$ cat src/rtl/jk_reg_bank_pkg.sv
// Shared types and helpers for the jk_reg_bank JK register bank.
package jk_reg_bank_pkg;

    typedef enum logic {
        ST_RUN    = 1'b0,
        ST_FROZEN = 1'b1
    } state_e;

    // {j,k} command encodings
    localparam logic [1:0] JK_HOLD = 2'b00;
    localparam logic [1:0] JK_CLR  = 2'b01;
    localparam logic [1:0] JK_SET  = 2'b10;
    localparam logic [1:0] JK_TGL  = 2'b11;

    // Widest vector popcount accepts; callers zero-extend to this width.
    localparam int POP_MAX_W = 256;

    function automatic logic [31:0] popcount(input logic [POP_MAX_W-1:0] v);
        logic [31:0] n;
        n = '0;
        for (int i = 0; i < POP_MAX_W; i++) begin
            n = n + 32'(v[i]);
        end
        return n;
    endfunction

endpackage

$ cat src/rtl/jk_reg_bank_cell.sv
// One JK bit: computes next state from {j,k}, with parallel load taking priority.
module jk_cell
    import jk_reg_bank_pkg::*;
(
    input  logic q_i,
    input  logic j_i,
    input  logic k_i,
    input  logic en_i,
    input  logic ld_i,
    input  logic ld_val_i,
    output logic q_next_o,
    output logic tog_o
);

    // Next-state select; tog_o flags a counted toggle (never on a load)
    always_comb begin
        q_next_o = q_i;
        tog_o    = 1'b0;
        if (ld_i) begin
            q_next_o = ld_val_i;
        end else if (en_i) begin
            case ({j_i, k_i})
                JK_HOLD: q_next_o = q_i;
                JK_CLR:  q_next_o = 1'b0;
                JK_SET:  q_next_o = 1'b1;
                JK_TGL: begin
                    q_next_o = ~q_i;
                    tog_o    = 1'b1;
                end
                default: q_next_o = q_i;
            endcase
        end
    end

endmodule

$ cat src/rtl/jk_reg_bank.sv
// Multi-channel edge-triggered JK register bank with valid/ready update port,
// parallel load, RUN/FROZEN state machine and saturating toggle counter.
// Optional feature macro: JK_REG_BANK_CLR_CNT_EN (adds cnt_clr / cnt_sat).
module jk_reg_bank
    import jk_reg_bank_pkg::*;
#(
    parameter int               WIDTH   = 8,
    parameter int               CNT_W   = 16,
    parameter logic [WIDTH-1:0] RST_VAL = '0
) (
    input  logic             clk,
    input  logic             rst_n,
    input  logic             in_valid,
    output logic             in_ready,
    input  logic [WIDTH-1:0] j,
    input  logic [WIDTH-1:0] k,
    input  logic             ld,
    input  logic [WIDTH-1:0] ld_val,
    input  logic             freeze,
    input  logic             unfreeze,
    output logic [WIDTH-1:0] q,
    output logic [WIDTH-1:0] qn,
    output logic             upd,
    output logic [CNT_W-1:0] tog_cnt,
    output logic             frozen
`ifdef JK_REG_BANK_CLR_CNT_EN
    ,
    input  logic             cnt_clr,
    output logic             cnt_sat
`endif
);

    // Arithmetic width for the counter add: at least CNT_W+1, and wide
    // enough to hold a raw popcount before it is clamped.
    localparam int             PW      = (CNT_W + 1 > 32) ? CNT_W + 1 : 32;
    localparam logic [PW-1:0]  CNT_MAX = PW'({CNT_W{1'b1}});

    state_e            state_q, state_d;
    logic [WIDTH-1:0]  q_q, q_d;
    logic              upd_q, upd_d;
    logic [CNT_W-1:0]  cnt_q, cnt_d;
    logic [WIDTH-1:0]  tog;
    logic              accept;
    logic [PW-1:0]     pc_w, inc_w, sum_w;

    assign in_ready = (state_q == ST_RUN);
    assign accept   = in_valid & in_ready;

    for (genvar i = 0; i < WIDTH; i++) begin : g_cell
        jk_cell u_cell (
            .q_i      (q_q[i]),
            .j_i      (j[i]),
            .k_i      (k[i]),
            .en_i     (accept),
            .ld_i     (ld),
            .ld_val_i (ld_val[i]),
            .q_next_o (q_d[i]),
            .tog_o    (tog[i])
        );
    end

    // FSM next state: simultaneous freeze and unfreeze keep the current state
    always_comb begin
        state_d = state_q;
        case (state_q)
            ST_RUN:    if (freeze && !unfreeze) state_d = ST_FROZEN;
            ST_FROZEN: if (unfreeze && !freeze) state_d = ST_RUN;
            default:   state_d = ST_RUN;
        endcase
    end

    // Change pulse and saturating toggle count; increment is clamped first so the sum cannot overflow
    always_comb begin
        upd_d = (q_d != q_q);
        pc_w  = PW'(popcount(POP_MAX_W'(tog)));
        inc_w = (pc_w > CNT_MAX) ? CNT_MAX : pc_w;
        sum_w = PW'(cnt_q) + inc_w;
        cnt_d = (sum_w > CNT_MAX) ? CNT_MAX[CNT_W-1:0] : sum_w[CNT_W-1:0];
`ifdef JK_REG_BANK_CLR_CNT_EN
        if (cnt_clr) cnt_d = '0;
`endif
    end

    // State registers with asynchronous reset
    always_ff @(posedge clk or negedge rst_n) begin
        if (!rst_n) begin
            state_q <= ST_RUN;
            q_q     <= RST_VAL;
            upd_q   <= 1'b0;
            cnt_q   <= '0;
        end else begin
            state_q <= state_d;
            q_q     <= q_d;
            upd_q   <= upd_d;
            cnt_q   <= cnt_d;
        end
    end

    assign q       = q_q;
    assign qn      = ~q_q;
    assign upd     = upd_q;
    assign tog_cnt = cnt_q;
    assign frozen  = (state_q == ST_FROZEN);
`ifdef JK_REG_BANK_CLR_CNT_EN
    assign cnt_sat = &cnt_q;
`endif

endmodule

$ cat config.mk
export PLATFORM = sky130hd
export DESIGN_NAME = jk_reg_bank
export DESIGN_NICKNAME = d
export VERILOG_FILES = /design/src/rtl/jk_reg_bank_pkg.sv /design/src/rtl/jk_reg_bank_cell.sv /design/src/rtl/jk_reg_bank.sv
export SDC_FILE = /design/constraint.sdc
export NUM_CORES = 1
export LEC_CHECK = 0
export CELL_PAD_IN_SITES_DETAIL_PLACEMENT = 0
export CELL_PAD_IN_SITES_GLOBAL_PLACEMENT = 2
export CORE_ASPECT_RATIO = 1.4
export CORE_UTILIZATION = 26
export CTS_CLUSTER_SIZE = 40
export DETAILED_ROUTE_END_ITERATION = 8
export GPL_TIMING_DRIVEN = 1
export PLACE_DENSITY = 0.87
export SYNTH_ARGS = -nofsm -noshare
export SYNTH_HDL_FRONTEND = slang
export SYNTH_HIERARCHICAL = 1
export SYNTH_SLANG_ARGS = --single-unit
export TNS_END_PERCENT = 1
$ cat constraint.sdc
create_clock -name clk -period 6.9 [get_ports clk]
set_input_delay 1.38 -clock clk [delete_from_list [all_inputs] [get_ports clk]]
set_output_delay 1.38 -clock clk [all_outputs]
set_load 0.02 [all_outputs]
# [Word level (Yosys, flattened, before mapping)]
# Index checks and enable logic that the tools add are counted.
[word_totals] latchBits=0 mem_bits_rw=0 romBits=0 memories=0 reg_bits=26 in_bits=30 elab_cells=115 output_inout_bits=35
[classes] n_mul=0 n_reduce_logical=12 n_bitwise=11 div=0 n_lt_le_gt_ge=2 n_addsub=8 n_eq_ne=25 shifts=0 n_mux=53
[op_table] cell="$mux 1" n=42
[op_table] cell="$eq 2x2->1 const B" n=16
[op_table] cell="$mux 16" n=2
[op_table] cell="$pmux 1 s4" n=8
[op_table] cell="$add 16x16->17" n=1
[op_table] cell="$gt 17x16->1 const B" n=1
[op_table] cell="$eq 2x1->1 const B" n=8
[op_table] cell="$gt 8x16->1 const B" n=1
[op_table] cell="$logic_not 2->1" n=8
[op_table] cell="$not 1->1" n=9
[op_table] cell="$add 7x1->8" n=1
[op_table] cell="$ne 8x8->1" n=1
[op_table] cell="$not 8->8" n=1
[op_table] cell="$add 6x1->7" n=1
[op_table] cell="$add 5x1->6" n=1
[op_table] cell="$add 4x1->5" n=1
[op_table] cell="$add 3x1->4" n=1
[op_table] cell="$add 2x1->3" n=1
[op_table] cell="$add 1x1->2" n=1
[op_table] cell="$logic_and 1x1->1" n=2
[op_table] cell="$logic_not 1->1" n=2
[op_table] cell="$pmux 1 s2" n=1
[op_table] cell="$and 1x1->1" n=1

# [Longest topological paths before layout]
[depth] word_depth=16 ltp_mapped=16

# [Cells and area by module]
# Netlist, hierarchy kept.
[modules_own_cells] mod="jk_reg_bank" instances=1 cells_each=146 area_per_inst_um2=1481.4 seq_area_each_um2=650.6
[modules_own_cells] mod="jk_cell" instances=8 cells_each=5 area_per_inst_um2=38.8 seq_area_each_um2=0.0

# [Worst setup path before layout]
# OpenSTA, ideal clock, no wires.
[synth_timing] kind="input port to flip-flop" start="in in_valid" end="reg cnt_q[10], in the netlist tog_cnt[10]" t_required_ns=6.817 setup_ns=0.083 t_arrival_ns=5.912 path_stages=16 path_slack_ns=0.906 path_cell_list="nor2b_1 > and4b_2 > inv_1 > fa_1 > fa_1 > fa_1 > inv_1 > ha_1 > fa_1 > inv_1 > fa_1 > nand2b_1 > a21oi_1 > nand4_1 > buf_2 > o21ai_0"
[synth_via] elab_chain_len=15
[synth_rtl] item="from (decl)" line_no="jk_reg_bank.sv:13" source="input logic in_valid,"
[synth_rtl] item="$and 1x1->1 (*)" line_no="jk_reg_bank.sv:47" source="assign accept = in_valid & in_ready;"
[synth_rtl] item="$mux 1 (*)" line_no="jk_reg_bank_cell.sv:21" source="end else if (en_i) begin"
[synth_rtl] item="$mux 1 (*)" line_no="jk_reg_bank_cell.sv:19" source="if (ld_i) begin"
[synth_rtl] item="via tog[0]" line_no="jk_reg_bank.sv:42" source="logic [WIDTH-1:0] tog;"
[synth_rtl] item="$add 1x1->2 (*)" line_no="jk_reg_bank_pkg.sv:22" source="n = n + 32'(v[i]);"
[synth_rtl] item="$add 2x1->3 (*)" line_no="jk_reg_bank_pkg.sv:22"
[synth_rtl] item="$add 3x1->4 (*)" line_no="jk_reg_bank_pkg.sv:22"
[synth_rtl] item="$add 4x1->5 (*)" line_no="jk_reg_bank_pkg.sv:22"
[synth_rtl] item="$add 5x1->6 (*)" line_no="jk_reg_bank_pkg.sv:22"
[synth_rtl] item="$add 6x1->7 (*)" line_no="jk_reg_bank_pkg.sv:22"
[synth_rtl] item="$add 7x1->8 (*)" line_no="jk_reg_bank_pkg.sv:22"
[synth_rtl] item="$gt 8x16->1" line_no="jk_reg_bank.sv:76" source="inc_w = (pc_w > CNT_MAX) ? CNT_MAX : pc_w;"
[synth_rtl] item="$mux 16 (*)" line_no="jk_reg_bank.sv:76"
[synth_rtl] item="$add 16x16->17 (*)" line_no="jk_reg_bank.sv:77" source="sum_w = PW'(cnt_q) + inc_w;"
[synth_rtl] item="$gt 17x16->1" line_no="jk_reg_bank.sv:78" source="cnt_d = (sum_w > CNT_MAX) ? CNT_MAX[CNT_W-1:0] : sum_w[CNT_W-1:0];"
[synth_rtl] item="$mux 16 (*)" line_no="jk_reg_bank.sv:78"
[synth_rtl] item="via cnt_d[10]" line_no="jk_reg_bank.sv:41" source="logic [CNT_W-1:0] cnt_q, cnt_d;"
[synth_rtl] item="to (signal assigned)" line_no="jk_reg_bank.sv:95" source="cnt_q <= cnt_d;"
[synth_rtl] item="to (decl)" line_no="jk_reg_bank.sv:41"
# Mark *: on every way through the listed nets, which the timed path passes. The rest lies on a longest branch.

# [Worst setup path after layout]
[layout_timing] start="in in_valid" end="reg cnt_q[10], in the netlist tog_cnt[10]"
[layout_via] elab_chain_len=15
[layout_rtl] item="$and 1x1->1 (*)" line_no="jk_reg_bank.sv:47"
[layout_rtl] item="via accept" line_no="jk_reg_bank.sv:43" source="logic accept;"
[layout_rtl] item="$mux 1 (*)" line_no="jk_reg_bank_cell.sv:21"
[layout_rtl] item="$mux 1 (*)" line_no="jk_reg_bank_cell.sv:19"
[layout_rtl] item="via tog[0]" line_no="jk_reg_bank.sv:42"
[layout_rtl] item="$add 1x1->2 (*)" line_no="jk_reg_bank_pkg.sv:22"
[layout_rtl] item="$add 2x1->3 (*)" line_no="jk_reg_bank_pkg.sv:22"
[layout_rtl] item="$add 3x1->4 (*)" line_no="jk_reg_bank_pkg.sv:22"
[layout_rtl] item="[... 2 more ...]"
[layout_rtl] item="$add 6x1->7 (*)" line_no="jk_reg_bank_pkg.sv:22"
[layout_rtl] item="$add 7x1->8 (*)" line_no="jk_reg_bank_pkg.sv:22"
[layout_rtl] item="$gt 8x16->1" line_no="jk_reg_bank.sv:76"
[layout_rtl] item="$mux 16 (*)" line_no="jk_reg_bank.sv:76"
[layout_rtl] item="$add 16x16->17 (*)" line_no="jk_reg_bank.sv:77"
[layout_rtl] item="$gt 17x16->1" line_no="jk_reg_bank.sv:78"
[layout_rtl] item="$mux 16 (*)" line_no="jk_reg_bank.sv:78"
[layout_rtl] item="via cnt_d[10]" line_no="jk_reg_bank.sv:41"
# Marks and branches as above.

==> flow_summary_export.csv <==
group,metric,value,unit
status,status,"finished clean",
die,start_util,27.1,%
detailed_routing,vias,1599,
logic_synthesis,synthAdderAreaFrac,11.0,%
sta,tightest_slew,0.480,ns
logic_synthesis,synth_edf_count,0,
sta,slew_headroom,67.9,%
cells_and_area,final_layout_size_suffix_gt1_share,12.5,%
cells_and_area,fillers,673,
detailed_routing,postRouteAntennaNets,0,
power,p_per_area,213,mW/mm2
logic_synthesis,synthMuxAreaShare,0.559,%
run,cap_violations,0,
detailed_routing,avgViaCountPerCell,4.59,
cts,root_buffer,"clkbuf_8",
logic_synthesis,synth_compound_area_share,16.6,%
cts,clkSinkCount,26,
cts,cts_hold_buf,0,
die,core_area,0.00661,mm2
cells_and_area,syn2layout_area_growth,47.1,%
logic_synthesis,syn_avg_cell_area,9.63,um2
cts,post-cts-setup-buffers,0,
setup_path,max_stage_delay,0.56,ns
cts,cts_tree,"yes",
cts,insertion_delay,0.28,ns
die,die_x,72.2,um
setup_path,crit_path_end_kind,"flop",
setup_path,cp_cell_sequence,"clkdlybuf4s50_1 -> nor2b_1 -> buf_4 -> and4b_2 -> inv_1 -> fa_1 -> fa_1 -> fa_1 -> inv_1 -> ha_1 -> fa_1 -> inv_1 -> fa_1 -> nand2b_1 -> a21oi_1 -> buf_4 -> nand4_1 -> o21ai_0",
logic_synthesis,ys.warnings.count,6,
cells_and_area,final_nets,299,
detailed_routing,wl_per_cell,13.2,um
power,p_int,366,uW
placement,dp_worst_setup_slack,0.432,ns
sta,drv_slew,0,
logic_synthesis,synth_area_leader_cell,"dfrtp_1",
logic_synthesis,synthSimpleGateAreaFrac,22.5,%
setup_path,crit_type,"in -> reg",
power,p_leak,1.18,nW
global_routing,grt.overflow.total,0,
logic_synthesis,synth_cell_types,41,
power,seqPwrFrac,36.5,%
global_routing,grt_pass1_wl,7380,um
min_path,holdPathStages,1,
setup_path,reg2regPathDepth,17,
logic_synthesis,seq_area_frac_synth,36.3,%
global_routing,grt_max_degree,27,
detailed_routing,drt-initial-drc-count,58,
logic_synthesis,synth_top_family_by_area,"simple AND/OR/NAND/NOR gates",
global_routing,antenna_found_initial,0,
logic_synthesis,ys_ff_latch,26,
sta,rsz0062_at_grt,"false",
cts,htreeDepth,1,
min_path,hold_class,"reg -> reg",
die,io-pin-count,65,
setup_path,r2r_end,"tog_cnt[10]",
min_path,hold_path.startpoint,"tog_cnt[11]",
cells_and_area,antennaDiodeCount,0,
setup_path,cpMostUsedCell,"fa_1",
sta,skew,0.00827,ns
placement,gp_congestion,0.727,
cells_and_area,final_area,0.00264,mm2
min_path,min_to,"tog_cnt[11]",
setup_path,crit_fanout,24,
sta,worst_slack,0.801,ns
power,p_sw_share,34.6,%
power,vdd_drop_max,0.113,mV
placement,dpl_cell_area,0.00256,mm2
detailed_routing,drt-pass1-iter-count,4,
cells_and_area,multiInputGateArea,0.00102,mm2
cells_and_area,seq_area,651,um2
setup_path,slowest_stage,"fa_1",
logic_synthesis,syn_area,0.00179,mm2
logic_synthesis,synth_area_leaders,"dfrtp_1 (36%), fa_1 (5.6%), o31ai_2 (5.6%), inv_1 (5.4%), xor2_1 (5.4%)",
global_routing,first_global_vias,1519,
setup_path,r2r-start,"frozen",
detailed_routing,drc,0,
cts,clk_pin_slew_worst_paths,0.09,ns
sta,fmax,164,MHz
cts,cts_resized,0,
sta,final.setup.tns,0,ns
die,num_rows,35,
logic_synthesis,synthFlopType,"dfrtp_1",
sta,hold_viol_final,0,
setup_path,crit_required,7.09,ns
die,die-area,0.00723,mm2
setup_path,worst-r2r-setup-slack,1.95,ns
setup_path,cp.arrival,6.29,ns
cts,cts_inserted_buffers,3,
logic_synthesis,syn_inst,186,
sta,finalCritPeriodShare,88.4,%
logic_synthesis,synth-xor-area-share,6.35,%
detailed_routing,totalWireLength,4600,um
placement,place_hpwl,3510,um
logic_synthesis,synth_common_cells,"dfrtp_1 (26), inv_1 (26), nand2_1 (20)",
power,pwr-share-comb,40.1,%
placement,portBuffers,64,
logic_synthesis,synthArstFlopShare,100,%
cts,clockBufferDepth,2,
sta,post-route-min-period,6.10,ns
power,p_total,560,uW
die,fp.dieH,100,um
power,p_clk_share,23.4,%
cells_and_area,fin_util,39.8,%
logic_synthesis,synth_top_area_share,36.3,%
power,switching_power,194,uW
setup_path,cp-start-kind,"primary input",
global_routing,track_usage,13.0,%
logic_synthesis,synth.net_count,228,
sta,setup_violations,0,
[per-layer routing]
| metal | share of wire (%) | GRT usage, % |
|---|---|---|
| met4 | 0.63 | 2.71 |
| met2 | 49 | 22.9 |
| met1 | 45 | 16.1 |
| met5 | 0 | 0 |
| met3 | 6.0 | 2.71 |
[cell usage in the layout (no fill, tap or decap), drive strengths merged, types with 2 or more instances in the layout]
master,instances
inv,26
ha,7
and4,2
clkdlybuf4s50,64
nand3,4
nor2b,3
clkbuf,3
xor2,11
nand2b,2
a21o,2
o32a,2
nor3,2
dfrtp,26
o31ai,8
xnor2,2
and4b,8
buf,5
or3,3
a21oi,12
nor4,2
o21ai,5
nand2,20
and3,10
a31oi,6
fa,5
nor2,4
[flip-flops by register name, indices dropped and copies added (netlist names)]
register,count
tog_cnt,16
q,8
frozen,1
upd,1
[critical path: cells and delay by family]
kind	cells	cell delay, ns
simple gates	4	0.96
fa+ha+maj	6	2.59
compound gates	2	0.35
buf+inv	6	1.01
[how the worst max path moves through the flow]
stage,slack (ns),endpoint,from
finish,0.80,tog_cnt[10],in_valid
global route,0.53,tog_cnt[10],in_valid
CTS,0.73,tog_cnt[10],in_valid
detailed placement,0.43,tog_cnt[10],in_valid
global placement,0.59,tog_cnt[8],in_valid
floorplan,0.91,tog_cnt[10],in_valid
[power by group through the flow]
stage	Clock, mW	Combinational (mW)	Sequential, mW
floorplan	0	0.0868	0.235
global placement	0	0.227	0.208
detailed placement	0	0.227	0.207
CTS	0.135	0.228	0.205
global route	0.140	0.243	0.209
finish	0.131	0.225	0.204
[layout make-up]
cell class	instances	area share, %
sequential	26	24.7
clock inverter	1	1.14
clock buffer	3	1.57
tap	92	4.37
inverter	26	3.70
multi-input combinational	131	38.8
timing repair buffer	69	25.7
[cell families (layout without fill, tap and decap cells)]
group,Yosys count,count (layout)
AND/OR/NAND/NOR,64,64
AO/OA/AOI/OAI,40,40
buffers and inverters,29,99
flip-flops,26,26
adder cells (fa/ha/maj),13,13
XOR/XNOR,13,13
multiplexers,1,1
[through the flow]
step / hold slack (ns) / cells
floorplan: 0.640 / 186
global placement: 0.524 / 344
detailed placement: 0.536 / 344
CTS: 0.566 / 348
global route: 0.595 / 348
finish: 0.557 / 348
Note: power is estimated with default switching activity, not from simulation.
